## src/rtl/icache_pkg.sv

```systemverilog
// Shared constants, state encoding and address helpers for the I-cache line-fill engine.
package icache_pkg;

    localparam int ADDR_W      = 32;
    localparam int WORD_W      = 32;
    localparam int WORDS       = 4;
    localparam int LINE_W      = WORDS * WORD_W;
    localparam int OFFSET_BITS = 4;
    localparam int LB_W        = ADDR_W - OFFSET_BITS;

    typedef enum logic [1:0] {
        IDLE = 2'd0,
        REQ  = 2'd1,
        DONE = 2'd2
    } refill_state_e;

    // Line base is the {tag,index} part of a byte address.
    function automatic logic [LB_W-1:0] line_base(input logic [ADDR_W-1:0] addr);
        return LB_W'(addr >> OFFSET_BITS);
    endfunction

endpackage

```

## src/rtl/icache_refill_if.sv

```systemverilog
// Miss / memory / fill signal bundle between the refill engine, the cache and instruction memory.
interface icache_refill_if;
    import icache_pkg::*;

    logic                miss;
    logic [ADDR_W-1:0]   miss_addr;
    logic                flush;
    logic                mem_req;
    logic [ADDR_W-1:0]   mem_addr;
    logic                mem_ack;
    logic [WORD_W-1:0]   mem_rdata;
    logic                fill_valid;
    logic [LINE_W-1:0]   fill_line;
    logic [ADDR_W-1:0]   fill_addr;
    logic                busy;
    logic                timeout;

    modport slave (
        input  miss, miss_addr, flush, mem_ack, mem_rdata,
        output mem_req, mem_addr, fill_valid, fill_line, fill_addr, busy, timeout
    );

    modport master (
        output miss, miss_addr, flush, mem_ack, mem_rdata,
        input  mem_req, mem_addr, fill_valid, fill_line, fill_addr, busy, timeout
    );

endinterface

```

## src/rtl/icache_line_asm.sv

```systemverilog
// 4 x 32-bit line assembly register; slot k lands at bits [32k+31:32k], cleared on abort.
module icache_line_asm
    import icache_pkg::*;
(
    input  logic              clk,
    input  logic              rst_n,
    input  logic              clr_i,
    input  logic [WORDS-1:0]  we_i,
    input  logic [WORD_W-1:0] wdata_i,
    output logic [LINE_W-1:0] line_o
);

    logic [WORDS-1:0][WORD_W-1:0] slot_q;

    // Per-slot capture of returned words; abort wipes any partial line.
    always_ff @(posedge clk or negedge rst_n) begin
        if (!rst_n) begin
            slot_q <= '0;
        end else if (clr_i) begin
            slot_q <= '0;
        end else begin
            for (int i = 0; i < WORDS; i++) begin
                if (we_i[i]) slot_q[i] <= wdata_i;
            end
        end
    end

    assign line_o = slot_q;

endmodule

```

## src/rtl/icache_refill.sv

```systemverilog
// I-cache line-fill engine: fetches the 4 words of a missing line, one req/ack at a time,
// and strobes the assembled line into the cache.
// Build option: ICACHE_REFILL_CWF_EN fetches the critical (missed) word first, wrapping mod 4.
//
// state | meaning
// IDLE  | waiting for a miss
// REQ   | word request outstanding on the memory port
// DONE  | one-cycle fill strobe to the cache
module icache_refill
    import icache_pkg::*;
#(
    parameter int MEM_LAT_MAX = 255
)
(
    input  logic            clk,
    input  logic            rst_n,
    icache_refill_if.slave  bus
);

    localparam logic [1:0] S_IDLE = IDLE;
    localparam logic [1:0] S_REQ  = REQ;
    localparam logic [1:0] S_DONE = DONE;

    logic [1:0]        state_q, state_d;
    logic [LB_W-1:0]   base_q, base_d;
    logic [1:0]        k_q, k_d;
    logic [1:0]        cnt_q, cnt_d;
    logic [7:0]        lat_q, lat_d;
    logic              to_q, to_d;
    logic              take;
    logic              abort;
    logic [1:0]        start_word;
    logic [WORDS-1:0]  we;
    logic [LINE_W-1:0] line;

`ifdef ICACHE_REFILL_CWF_EN
    assign start_word = bus.miss_addr[3:2];
`else
    assign start_word = 2'b00;
`endif

    // Next-state, word bookkeeping, latency watchdog; flush beats a same-cycle ack.
    always_comb begin
        state_d = state_q;
        base_d  = base_q;
        k_d     = k_q;
        cnt_d   = cnt_q;
        lat_d   = lat_q;
        to_d    = to_q;
        take    = 1'b0;
        abort   = 1'b0;
        case (state_q)
            S_IDLE: begin
                if (bus.miss && !bus.flush) begin
                    state_d = S_REQ;
                    base_d  = line_base(bus.miss_addr);
                    k_d     = start_word;
                    cnt_d   = 2'd0;
                    lat_d   = 8'd0;
                end
            end
            S_REQ: begin
                if (bus.flush) begin
                    state_d = S_IDLE;
                    abort   = 1'b1;
                end else if (bus.mem_ack) begin
                    take  = 1'b1;
                    k_d   = k_q + 2'd1;
                    cnt_d = cnt_q + 2'd1;
                    lat_d = 8'd0;
                    if (cnt_q == 2'(WORDS - 1)) state_d = S_DONE;
                end else if (lat_q == 8'(MEM_LAT_MAX - 1)) begin
                    to_d    = 1'b1;
                    abort   = 1'b1;
                    state_d = S_IDLE;
                end else begin
                    lat_d = lat_q + 8'd1;
                end
            end
            S_DONE: begin
                state_d = S_IDLE;
            end
            default: begin
                state_d = S_IDLE;
            end
        endcase
    end

    // One-hot slot write enable for the word being acknowledged.
    always_comb begin
        we = '0;
        if (take) we[k_q] = 1'b1;
    end

    // Control state registers.
    always_ff @(posedge clk or negedge rst_n) begin
        if (!rst_n) begin
            state_q <= S_IDLE;
            base_q  <= '0;
            k_q     <= '0;
            cnt_q   <= '0;
            lat_q   <= '0;
            to_q    <= 1'b0;
        end else begin
            state_q <= state_d;
            base_q  <= base_d;
            k_q     <= k_d;
            cnt_q   <= cnt_d;
            lat_q   <= lat_d;
            to_q    <= to_d;
        end
    end

    icache_line_asm u_asm (
        .clk     (clk),
        .rst_n   (rst_n),
        .clr_i   (abort),
        .we_i    (we),
        .wdata_i (bus.mem_rdata),
        .line_o  (line)
    );

    assign bus.mem_req    = (state_q == S_REQ);
    assign bus.mem_addr   = {base_q, k_q, 2'b00};
    // A flush landing in DONE suppresses the strobe, so a dropped line never reaches the cache.
    assign bus.fill_valid = (state_q == S_DONE) && !bus.flush;
    assign bus.fill_line  = line;
    assign bus.fill_addr  = {base_q, {OFFSET_BITS{1'b0}}};
    assign bus.busy       = (state_q != S_IDLE);
    assign bus.timeout    = to_q;

endmodule

```

## src/flat_wrapper.sv

```systemverilog
// flat-port wrapper written by rule: the top's interface ports become plain ports
module icache_refill_flat import icache_pkg::*;
#(
    parameter int MEM_LAT_MAX = 255
)
  (clk, rst_n, bus_miss, bus_miss_addr, bus_flush, bus_mem_ack, bus_mem_rdata, bus_mem_req, bus_mem_addr, bus_fill_valid, bus_fill_line, bus_fill_addr, bus_busy, bus_timeout);
  icache_refill_if bus_i ();
  input  logic clk;
  input  logic rst_n;
  input wire logic [$bits(bus_i.miss)-1:0] bus_miss;
  input wire logic [$bits(bus_i.miss_addr)-1:0] bus_miss_addr;
  input wire logic [$bits(bus_i.flush)-1:0] bus_flush;
  input wire logic [$bits(bus_i.mem_ack)-1:0] bus_mem_ack;
  input wire logic [$bits(bus_i.mem_rdata)-1:0] bus_mem_rdata;
  output wire logic [$bits(bus_i.mem_req)-1:0] bus_mem_req;
  output wire logic [$bits(bus_i.mem_addr)-1:0] bus_mem_addr;
  output wire logic [$bits(bus_i.fill_valid)-1:0] bus_fill_valid;
  output wire logic [$bits(bus_i.fill_line)-1:0] bus_fill_line;
  output wire logic [$bits(bus_i.fill_addr)-1:0] bus_fill_addr;
  output wire logic [$bits(bus_i.busy)-1:0] bus_busy;
  output wire logic [$bits(bus_i.timeout)-1:0] bus_timeout;
  assign bus_i.miss = bus_miss;
  assign bus_i.miss_addr = bus_miss_addr;
  assign bus_i.flush = bus_flush;
  assign bus_i.mem_ack = bus_mem_ack;
  assign bus_i.mem_rdata = bus_mem_rdata;
  assign bus_mem_req = bus_i.mem_req;
  assign bus_mem_addr = bus_i.mem_addr;
  assign bus_fill_valid = bus_i.fill_valid;
  assign bus_fill_line = bus_i.fill_line;
  assign bus_fill_addr = bus_i.fill_addr;
  assign bus_busy = bus_i.busy;
  assign bus_timeout = bus_i.timeout;
  icache_refill #(.MEM_LAT_MAX(MEM_LAT_MAX)) u_core (.clk(clk), .rst_n(rst_n), .bus(bus_i));
endmodule
```

## config.mk

```make
export PLATFORM = sky130hd
export DESIGN_NAME = icache_refill_flat
export DESIGN_NICKNAME = d
export VERILOG_FILES = /design/src/rtl/icache_pkg.sv /design/src/rtl/icache_refill_if.sv /design/src/rtl/icache_line_asm.sv /design/src/rtl/icache_refill.sv /design/src/flat_wrapper.sv
export SDC_FILE = /design/constraint.sdc
export NUM_CORES = 1
export LEC_CHECK = 0
export ABC_AREA = 1
export CELL_PAD_IN_SITES_DETAIL_PLACEMENT = 1
export CELL_PAD_IN_SITES_GLOBAL_PLACEMENT = 1
export CORE_MARGIN = 3
export CORE_UTILIZATION = 33
export DETAILED_ROUTE_END_ITERATION = 10
export GPL_TIMING_DRIVEN = 1
export HOLD_SLACK_MARGIN = 0.06
export PLACE_DENSITY = 0.88
export SLEW_MARGIN = 10
export SYNTH_ARGS = -nofsm -noshare
export SYNTH_HDL_FRONTEND = slang
export SYNTH_SLANG_ARGS = --single-unit
```

## constraint.sdc

```tcl
create_clock -name clk -period 1.7 [get_ports clk]
set_input_delay 0.34 -clock clk [delete_from_list [all_inputs] [get_ports clk]]
set_output_delay 0.34 -clock clk [all_outputs]
set_load 0.02 [all_outputs]
```

==> results.yml, run 1 <==
drt:
  first_pass_iters: 4
  drc: 0
  wl_per_cell_um: 19.9
  drtAntennaViolNets: 0
  via_count: 6713
  avgViaCountPerCell: 4.74
  drt_iter0_markers: 253
  totalWireLength_um: 28200
flow_run:
  cap_violations: 0
layout:
  fill_cells: 2521
  final_design_area_no_fill_um2: 11600
  final_net_count: 1198
  layout-drive-gt1-share: 0.230
  post-route-util: 0.532
  multi_input_area_um2: 2940
  final_common_cell: "nand2_1"
  ff_latch_area_um2: 4280
  antenna_cells: 0
  syn2layout_area_growth_pct: 57.4
  final_cell_mix: "nand2_1, dlygate4sd2_1, dfrtp_1"
synthesis:
  synth_edf_count: 0
  synth_ff_type: "dfrtp_1"
  synth_top_family_by_area: "simple AND/OR/NAND/NOR gates"
  synth_xor_area_frac: 0
  synth.area.mux_share: 0.0426
  synth_fa_ha_area_frac: 0.0118
  synth_compound_area_frac: 0.00981
  synthArstFlopShare: 1.00
  yosysSeqAreaShare: 0.579
  avgSynthCellArea_um2: 8.90
  synth-simple-area-share: 0.268
  ys_ff_latch: 171
  synth_cell_types: 23
  synth_area_um2: 7400
  postSynthCellCount: 831
  yosys_warnings: 0
grt:
  grt_pass1_vias: 7594
  grt_max_degree: 48
  antenna_found_initial: 0
  grt_pass1_wl_um: 43300
  gr-usage-all-layers: 0.229
  grt_overflow: 0
power:
  p_leak_uw: 0.00653
  p_switching_uw: 4840
  power_frac_clock: 0.290
  vdd.ir_drop.worst_uv: 683
  swShare: 0.365
  pwr-share-seq: 0.390
  cellInternalPower_uw: 8410
  powerDensity_nw_per_um2: 1140
  combPwrFrac: 0.321
die:
  initial_utilization: 0.338
  ios: 265
  core_um2: 21900
  fp.dieH_um: 156
  row_count: 54
  die_area_um2: 24200
  die_w_um: 156
timing:
  finalClockSkew_ns: 0.0107
  period_share: 1.03
  maxClockFrequency_mhz: 574
  hold_viol: 0
  setup_viol: 28
  setup_slack_ns: -0.0427
  rsz0062_at_grt: "true"
  slew_viol_final: 0
  fin_crit_ns: 1.74
setup_path:
  start_kind: "flop"
  endpoint_kind: "flop"
  crit_arrival_ns: 2.06
  worst_ep_required_time_ns: 2.01
  crit_type: "flop to flop"
  path_max_fanout: 7
clock_tree:
  cts.reportedPaths.clkPinSlew_ns: 0.07
  root_buffer: "clkbuf_16"
  clock-sinks: 171
  h-tree-depth: 4
  tritoncts: "built"
  cts_buffers: 17
  cts.path.max_buffers: 2
  clock_latency_ns: 0.42
placement:
  dpl_cell_area_um2: 10400
  hpwl_um: 17800
  io_buffer_count: 254
  gp_congestion: 0.767
run_status:
  violations: "setup timing"
  status: "complete, but fails checks"
worst_hold_path:
  hold_path_class: "input pin to asynchronous set/reset pin"
[power groups by stage]
stage | registers, uW | clock network (uW) | logic [uW]
after floorplan | 5860 | 0 | 1410
after global routing | 5250 | 4090 | 4560
after global placement | 5180 | 0 | 4180
after CTS | 5120 | 3900 | 4060
after detailed placement | 5210 | 0 | 4300
final | 5170 | 3840 | 4250
[cells in the mapped netlist (6+ instances only)]
library cell | n | area share
buf_2 | 21 | 0.014
buf_4 | 40 | 0.041
dfrtp_1 | 171 | 0.58
ha_1 | 7 | 0.012
inv_1 | 55 | 0.028
mux2_2 | 28 | 0.043
nand2_1 | 415 | 0.21
nand3_1 | 9 | 0.0061
nand4_1 | 6 | 0.0051
nor2_1 | 40 | 0.020
nor2_2 | 6 | 0.0051
nor2_4 | 7 | 0.011
o21ai_0 | 7 | 0.0047
[cells by family (layout without fill, tap and decap cells)]
kind of cell	Yosys count	in the layout
DFF	171	171
AOI/OAI and AO/OA	13	13
adders and majority gates	7	7
and+or+nand+nor	490	493
other	1	6
buffers and inverters	121	417
muxes	28	28
[per-stage QoR]
stage	std cells	hold WS (ns)	total power [uW]	setup TNS, ns	setup WS, ns
2_1_floorplan	836	0.0444	7270	0	0.186
3_3_place_gp	1359	0.299	9360	-57.78	-0.482
3_5_place_dp	1359	0.304	9520	-71.51	-0.635
4_1_cts	1412	0.408	13100	-2.61	-0.116
5_1_grt	1415	0.442	13900	-5.63	-0.113
6_report	1415	0.399	13300	-0.589	-0.0427
[path summary, 6_finish.rpt]
path,start,endpoint,slack [ns],depth (start not counted)
min in group clk,u_core.u_asm.line_o[116],u_core.u_asm.line_o[116],0.47,2
max in group asynchronous,rst_n,u_core.u_asm.line_o[13],0.66,3
max reg2reg,u_core.lat_q[0],u_core.u_asm.line_o[24],-0.04,12
max,u_core.lat_q[0],u_core.u_asm.line_o[24],-0.04,12
min,rst_n,u_core.base_q[6],0.40,2
min reg2reg,u_core.u_asm.line_o[116],u_core.u_asm.line_o[116],0.47,2
[what timing repair did]
action,in CTS,in global routing
setup buffers,12,8
resized for setup,261,118
pin swaps,30,20
gates cloned,8,3
hold buffers,1,0
setup endpoints to repair,321,139
endpoints found under the hold margin,35,0
[cell type report]
class	count	share of cell area
sequential	171	0.368
multi-input combinational	547	0.253
clock buffer	18	0.0377
tap	280	0.0301
inverter	57	0.0186
clock inverter	14	0.0109
timing repair buffer	328	0.283
[critical path: stages (launching register included)]
cell	delay (ns)
dfrtp_1	0.38
inv_1	0.06
ha_2	0.17
nand2_2	0.06
nor2_4	0.11
nand3_4	0.14
nand2_8	0.13
buf_12	0.12
nor2_4	0.04
buf_12	0.13
clkbuf_16	0.16
nand2_1	0.06
nand2_1	0.05
[per-layer routing]
layer  vias to the layer above  GRT usage  part of all wire  wire length [um]
met5                         -          0                 0                 0
met4                         0     0.0584             0.014               398
met3                        27     0.0386             0.044              1230
met2                       202      0.411              0.52             14700
met1                      3428      0.288              0.42             11900
li1                       3056          -                 -                 -
[sequential cells by signal (all words and copies together) (netlist names)]
register and cells:
u_core.u_asm.line_o 128, u_core.lat_q 8, u_core.k_q 2, u_core.bus.timeout 1, u_core.state_q 2, u_core.cnt_q 2, u_core.base_q 28
Power figures use the tool's default switching activity.
==> inputs of run 2 (changes only) <==
--- a/config.mk
+++ b/config.mk
@@ -8,6 +8,7 @@
 export ABC_AREA = 1
 export CELL_PAD_IN_SITES_DETAIL_PLACEMENT = 1
 export CELL_PAD_IN_SITES_GLOBAL_PLACEMENT = 1
+export CORE_ASPECT_RATIO = 2
 export CORE_MARGIN = 3
 export CORE_UTILIZATION = 33
 export DETAILED_ROUTE_END_ITERATION = 10
==> results.yml, run 2 (synthesis gave the netlist of run 1 again) <==
layout:
  final_common_cell: "nand2_1"
  post-route-util: 0.558
  largest_reg_flops: 128
  final_net_count: 1225
  fill_cells: 2406
  final_cell_mix: "nand2_1, dlygate4sd2_1, dfrtp_1"
  syn2layout_area_growth_pct: 64.4
  ff_latch_area_um2: 4280
  layout-drive-gt1-share: 0.274
  multi_input_area_um2: 3090
setup_path:
  path_max_fanout: 6
  start_kind: "flop"
  worst_ep_required_time_ns: 2.03
  crit_type: "flop to flop"
  critPathMaxStageDelay_ns: 0.40
  crit_chain: "inv_1, ha_2, nand2_2, nor2_4, nand3_4, nand2_8, buf_12, nor2_4, buf_12, buf_6, buf_16, nand2_2, nand2_2"
  cpMostUsedCell: "nand2_2"
  slowest_stage: "dfrtp_1"
  endpoint_kind: "flop"
  crit_arrival_ns: 2.22
timing:
  rsz0062_at_grt: "true"
  slew_viol_final: 0
  period_share: 1.11
  finalClockSkew_ns: 0.0137
  fin_crit_ns: 1.89
  setup_slack_ns: -0.194
  maxClockFrequency_mhz: 528
  hold-worst-slack_ns: 0.400
  setup_viol: 114
  hold_viol: 0
grt:
  grt_max_degree: 43
  grt_pass1_wl_um: 47900
  grt_pass1_vias: 8037
  antenna_found_initial: 1
  grt_overflow: 0
  gr-usage-all-layers: 0.263
clock_tree:
  h-tree-depth: 4
  cts.reportedPaths.clkPinSlew_ns: 0.07
  root_buffer: "clkbuf_16"
  clock_latency_ns: 0.45
  tritoncts: "built"
  cts.path.max_buffers: 2
  clock-sinks: 171
  cts_buffers: 17
power:
  powerDensity_nw_per_um2: 1130
  swShare: 0.359
  cellInternalPower_uw: 8840
  combPwrFrac: 0.335
  p_leak_uw: 0.00679
  power_frac_clock: 0.289
  p_switching_uw: 4950
  pwr-share-seq: 0.376
  vdd.ir_drop.worst_uv: 638
  finalPower_uw: 13800
placement:
  io_buffer_count: 254
  gp_congestion: 0.797
  hpwl_um: 19800
die:
  row_count: 76
  ios: 265
  fp.dieH_um: 218
  core_um2: 21800
  initial_utilization: 0.340
  die_w_um: 112
  die_area_um2: 24400
run_status:
  violations: "setup timing"
  status: "complete, but fails checks"
flow_run:
  cap_violations: 0
worst_hold_path:
  hold_path_class: "input pin to asynchronous set/reset pin"
drt:
  wl_per_cell_um: 22.3
  drt_iter0_markers: 337
  avgViaCountPerCell: 4.86
  via_count: 6978
  totalWireLength_um: 32100
  drtAntennaViolNets: 0
  first_pass_iters: 4
  drc: 0
-- run 2: cell types whose count changed in the layout (fill, tap and decap cells not counted), sizes merged --
cell	delta
buf	+29
bufbuf	+2
bufinv	+2
clkbuf	-1
clkdlybuf4s15	-1
clkinv	+2
clkinvlp	+1
diode	+1
dlygate4sd2	+1
inv	-6
nand2	-1
nor2	-1
-- run 2: power by group through the flow --
| stage | clock, uW | sequential (uW) | combinational, uW |
|---|---|---|---|
| 6_report | 3980 | 5190 | 4620 |
| 5_1_grt | 4220 | 5260 | 4880 |
| 4_1_cts | 4030 | 5150 | 4500 |
| 3_5_place_dp | 0 | 5190 | 4390 |
| 3_3_place_gp | 0 | 5140 | 4260 |
| 2_1_floorplan | 0 | 5860 | 1410 |
-- run 2: worst max-delay path: cells and delay by family (launching register included) --
| kind | cells | cell delay, ns |
|---|---|---|
| adder cells (fa/ha/maj) | 1 | 0.17 |
| buffers and inverters | 5 | 0.60 |
| flip-flops | 1 | 0.40 |
| AND/OR/NAND/NOR | 7 | 0.59 |
-- run 2: stage by stage --
stage	cell area (um2)	setup slack, ns	cells	setup TNS (ns)
2_1_floorplan	7410	0.186	836	0
3_5_place_dp	10500	-0.488	1367	-57.43
6_report	12200	-0.194	1436	-12.59
3_3_place_gp	10500	-0.404	1367	-48.30
5_1_grt	12200	-0.247	1436	-20.32
4_1_cts	11900	-0.183	1428	-13.60
-- run 2: path summary, 6_finish.rpt --
kind	from	end	slack (ns)	cells past startpoint
setup / recovery	u_core.lat_q[0]	u_core.u_asm.line_o[16]	-0.19	13
hold / removal	rst_n	u_core.base_q[2]	0.40	2
setup reg to reg	u_core.lat_q[0]	u_core.u_asm.line_o[16]	-0.19	13
hold reg to reg	u_core.u_asm.line_o[60]	u_core.u_asm.line_o[60]	0.47	2
max in group asynchronous	rst_n	u_core.u_asm.line_o[70]	0.73	3
min in group clk	u_core.u_asm.line_o[60]	u_core.u_asm.line_o[60]	0.47	2
-- run 2: repair_timing --
action / in CTS / in global routing
endpoints found under the setup margin: 324 / 135
pin swaps: 21 / 17
gates cloned: 13 / 1
gates resized for setup: 359 / 62
setup buffers: 29 / 7
hold buffers: 1 / 0
endpoints found under the hold margin: 33 / 0
-- run 2: metal layers --
| layer | part of all wire | global-route usage | vias to the layer above |
|---|---|---|---|
| met5 | 0 | 0 | - |
| met4 | 0.055 | 0.158 | 0 |
| met3 | 0.039 | 0.0544 | 87 |
| met2 | 0.58 | 0.505 | 256 |
| met1 | 0.32 | 0.252 | 3514 |
| li1 | - | - | 3121 |
-- run 2: final cells by class --
type	count	share of cell area
Clock inverter	13	0.0116
Clock buffer	19	0.0364
Tap cell	273	0.0281
Inverter	57	0.0178
Sequential cell	171	0.352
Multi-Input combinational cell	545	0.254
Antenna cell	1	0.000206
Timing Repair Buffer	357	0.300
==> inputs of run 3 (changes only) <==
--- a/config.mk
+++ b/config.mk
@@ -19,3 +19,4 @@
 export SYNTH_ARGS = -nofsm -noshare
 export SYNTH_HDL_FRONTEND = slang
 export SYNTH_SLANG_ARGS = --single-unit
+export TNS_END_PERCENT = 30
==> results.yml, run 3 (synthesis gave the netlist of run 1 again) <==
clock_tree:
  cts_buffers: 17
  root_buffer: "clkbuf_16"
  tritoncts: "built"
  clock_latency_ns: 0.45
  cts.path.max_buffers: 2
  clock-sinks: 171
  h-tree-depth: 4
  cts.reportedPaths.clkPinSlew_ns: 0.07
timing:
  setup_viol: 179
  fin_crit_ns: 1.89
  hold-worst-slack_ns: 0.388
  setup_slack_ns: -0.190
  finalClockSkew_ns: 0.0102
  maxClockFrequency_mhz: 529
  hold_viol: 0
  slew_viol_final: 0
  rsz0062_at_grt: "true"
  period_share: 1.11
drt:
  drc: 0
  wl_per_cell_um: 22.5
  first_pass_iters: 4
  met3_wirelength_um: 1340
  via_count: 6986
  drt_iter0_markers: 314
  avgViaCountPerCell: 4.88
  drtAntennaViolNets: 0
  top_layer_used: "met4"
  wl_met1_um: 10300
  wl_met2_um: 18600
  totalWireLength_um: 32200
layout:
  largest_reg_flops: 128
  multi_input_area_um2: 2980
  layout.cells.non_filler: 1431
  final_cell_mix: "nand2_1, dfrtp_1, clkdlybuf4s50_1"
  layout-drive-gt1-share: 0.243
  syn2layout_area_growth_pct: 67.5
  ff_latch_area_um2: 4280
  final_common_cell: "nand2_1"
  fill_cells: 2327
  final_net_count: 1220
placement:
  dp_slack_ns: -0.488
  dp.cells: 1367
  hpwl_um: 19800
  io_buffer_count: 254
  gp_congestion: 0.797
die:
  fp.dieH_um: 218
  core_um2: 21800
  ios: 265
  die_area_um2: 24400
  row_count: 76
  initial_utilization: 0.340
  die_w_um: 112
grt:
  grt_pass1_vias: 8045
  grt_overflow: 0
  grt_max_degree: 43
  gr-usage-all-layers: 0.265
  grt_pass1_wl_um: 48200
  antenna_found_initial: 1
power:
  p_leak_uw: 0.00749
  powerDensity_nw_per_um2: 1140
  vdd.ir_drop.worst_uv: 623
  finalPower_uw: 14100
setup_path:
  crit_type: "flop to flop"
  endpoint_kind: "flop"
  crit_chain: "inv_1, ha_2, nand2_2, nor2_4, nand3_4, nand2_8, buf_12, buf_6, nor2_4, buf_12, buf_16, nand2_1, nand2_1"
  critPathMaxStageDelay_ns: 0.39
  start_kind: "flop"
  cpLargestDelayFamily: "simple AND/OR/NAND/NOR gates"
  cp-startpoint: "u_core.lat_q[0]"
  slowest_stage: "dfrtp_1"
  reg2reg_from: "u_core.lat_q[0]"
  path_max_fanout: 16
  worst-path-buf-inv: 5
  worst_ep_required_time_ns: 2.04
  crit_arrival_ns: 2.23
run_status:
  violations: "setup timing"
  status: "complete, but fails checks"
flow_run:
  cap_violations: 0
worst_hold_path:
  hold_path_class: "input pin to asynchronous set/reset pin"
## run 3: changes by cell type in the layout (fill, tap and decap cells not counted), sizes merged
cell,before,now
clkbuf,20,19
dlymetal6s2s,0,90
clkdlybuf4s50,63,128
buf,103,99
dlygate4sd2,187,32
## run 3: path summary, 6_finish.rpt
check | endpoint | slack [ns] | depth (start not counted)
setup / recovery | u_core.u_asm.line_o[88] | -0.19 | 13
hold / removal | u_core.base_q[7] | 0.39 | 2
setup reg to reg | u_core.u_asm.line_o[88] | -0.19 | 13
hold reg to reg | u_core.u_asm.line_o[5] | 0.47 | 2
max in group asynchronous | u_core.u_asm.line_o[38] | 0.74 | 3
min in group clk | u_core.u_asm.line_o[5] | 0.47 | 2
## run 3: per-layer routing
| layer | vias to the layer above | track usage |
|---|---|---|
| li1 | 3109 | - |
| met1 | 3513 | 0.253 |
| met2 | 274 | 0.505 |
| met3 | 90 | 0.0528 |
| met4 | 0 | 0.167 |
| met5 | - | 0 |
## run 3: cell type report
| cell class | instances | area share |
|---|---|---|
| repair buffers | 352 | 0.322 |
| diodes | 1 | 0.000202 |
| clock buffers | 19 | 0.0358 |
| inverters | 57 | 0.0175 |
| clock inverters | 13 | 0.0114 |
| multi-input cells | 545 | 0.240 |
| well taps | 273 | 0.0276 |
| flip-flops and latches | 171 | 0.345 |
## run 3: power breakdown
group | switching [uW] | total [uW] | internal [uW] | leakage [uW]
Clock | 1770 | 3980 | 2210 | 0.000280
Sequential | 495 | 5190 | 4690 | 0.00230
Combinational | 2660 | 4910 | 2250 | 0.00491
## run 3: per-stage QoR
stage | utilization | area (um2) | TNS (ns)
finish | 0.569 | 12400 | -14.96
global route | 0.569 | 12400 | -26.64
CTS | 0.551 | 12000 | -30.01
detailed placement | 0.482 | 10500 | -57.43
global placement | 0.482 | 10500 | -48.30
floorplan | - | 7410 | 0
## run 3: timing repair
item	in CTS	in global routing
gates resized for setup	184	137
hold endpoints to repair	33	0
setup endpoints to repair	324	294
hold buffers	1	0
buffers inserted	28	6
cloned	13	0
pin swaps	16	14
## run 3: worst reg2reg max path: stages, from the launching register on
cell and delay, ns:
dfrtp_1 0.39, inv_1 0.06, ha_2 0.17, nand2_2 0.07, nor2_4 0.12, nand3_4 0.12
nand2_8 0.12, buf_12 0.13, buf_6 0.11, nor2_4 0.04, buf_12 0.14, buf_16 0.16
nand2_1 0.08, nand2_1 0.06
==> patch: new RTL, config.mk and constraints of run 2 <==
The option `ICACHE_REFILL_CWF_EN` is turned on by a define.
--- a/src/rtl/icache_refill.sv
+++ b/src/rtl/icache_refill.sv
@@ -8,2 +8,4 @@
 // DONE  | one-cycle fill strobe to the cache
+`define ICACHE_REFILL_CWF_EN
+
 module icache_refill
Check against the original RTL: not equivalent (Yosys sat finds a counterexample within 4 cycles, from zero or initial values and one cycle with rst_n low).
==> patch against run 2 <==
- the flow still finishes with violations (negative setup slack)
- die area increased by 2.6%
- power increased by 4.1%
- count of clock-buffer cells in the layout is the same
- worst setup slack improved by 16 ps
- cell area increased by 4.7%
- routed wire length grew 8.1%
- sequential power rose by 3%
- synthesized cell count up 0.48%
- worst hold slack worse by 100 ps
- area after synthesis rose by 2.7%
- clock skew down 1.9 ps
- sequential cell count did not move
- critical path depth decreased by 3
- global-route usage down 1.2 points
- largest cell class unchanged
==> patch: results (changes against run 2) <==
preCtsSetupSlack_ps: -570.9  # -82.53 ps
pwr.group.clock_w: 0.00399  # about the same
failed_checks: "negative setup slack"
ys_types: 26  # +13%
first_global_vias: 7976  # -0.76%
place_congestion: 0.8187  # +2.8%
cellPowerDensity_mw_per_mm2: 1128  # -0.55%
pwr-share-seq_pct: 37.3  # -0.3 points
nNetsFinal: 1231  # +0.49%
finalClockSkew_ps: 11.80  # -1.928 ps
hp-class: "input port to flop"
dp_hpwl_mm: 19.70  # -0.58%
grt_use_met3_pct: 4.187  # -1.3 points
synthMuxAreaShare_pct: 4.150  # -0.11 points
fillers: 2445  # +1.6%
use_met2_pct: 47.09  # -3.4 points
timing.final.ws_setup_ps: -178.2  # +15.69 ps
use_met1_pct: 24.96  # -0.21 points
avgSynthCellArea_um2: 9.099  # +2.2%
seq_area_frac_synth_pct: 56.32  # -1.5 points
met2_length_mm: 19.52  # +4.6%
synth_common_cells: "419 x nand2_1, 171 x dfrtp_1, 53 x inv_1"
synthAdderAreaFrac_pct: 1.153  # -0.031 points
p_leak_nw: 6.934  # +2.1%
drtIter0Drc: 284  # -16%
stdcell_count: 1443  # +0.49%
arrival_ps: 2200  # -20 ps
grt_pass1_wl_mm: 47.11  # -1.6%
grt_max_degree: 44  # +2.3%
drive_gt1_share_pct: 33.76  # +6.4 points
wl_met1_mm: 11.32  # +8.7%
synth_compound_area_share_pct: 1.070  # +0.089 points
diodes: 0  # -1
setup_violations: 134  # +18%
status: "complete, but fails checks"
drt_wl_total_mm: 34.66  # +8.1%
ir_worst_vdd_mv: 0.7103  # +11%
crit_family: "simple AND/OR/NAND/NOR gates"
grt_usage_pct: 25.13  # -1.2 points
ys_top_cells_by_area: "dfrtp_1 56%, nand2_1 21%, buf_4 4.2%"
p_int_w: 0.009102  # +3.0%
wl_met3_mm: 1.464  # +18%
## patch: path summary, 6_finish.rpt
path / endpoint / slack (ps) / cells past startpoint / from
worst min-delay path: u_core.bus.timeout$_DFFE_PN0P_ / 300 / 2 / bus_flush
worst min register to register: u_core.u_asm.line_o[93]$_DFFE_PN0P_ / 480 / 2 / u_core.u_asm.line_o[93]$_DFFE_PN0P_
worst max-delay path: u_core.u_asm.line_o[2]$_DFFE_PN0P_ / -180 / 10 / u_core.lat_q[5]$_DFFE_PN0P_
worst max register to register: u_core.u_asm.line_o[2]$_DFFE_PN0P_ / -180 / 10 / u_core.lat_q[5]$_DFFE_PN0P_
max in group asynchronous: u_core.lat_q[5]$_DFFE_PN0P_ / 670 / 3 / rst_n
min in group asynchronous: u_core.u_asm.line_o[79]$_DFFE_PN0P_ / 410 / 2 / rst_n
## patch: cell type report
| class | count | area share [%] |
|---|---|---|
| sequential | 171 | 33.61 |
| timing repair buffer | 356 | 29.43 |
| multi-input combinational | 554 | 27.99 |
| clock buffer | 19 | 3.400 |
| tap | 276 | 2.712 |
| inverter | 55 | 1.680 |
| clock inverter | 12 | 1.179 |
## patch: repair_timing
item                       in CTS  in global routing
hold buffers                    1                  0
buffers inserted               26                 18
gates resized for setup       307                230
cloned                         10                  9
setup endpoints to repair     322                145
pin swaps                      17                 54
hold endpoints to repair       33                  0
## patch: metrics by stage
stage / TNS, ps / area, um^2
final: -12100 / 12730
after global routing: -18770 / 12730
after CTS: -1734 / 11650
after detailed placement: -76470 / 10460
after global placement: -69090 / 10460
after floorplan: 0 / 7616
## patch: cells by family after synthesis
logic type	Yosys count
adder cells (fa/ha/maj)	7
buffers and inverters	119
AO/OA/AOI/OAI	14
flip-flops	171
multiplexers	28
AND/OR/NAND/NOR	495
other	1
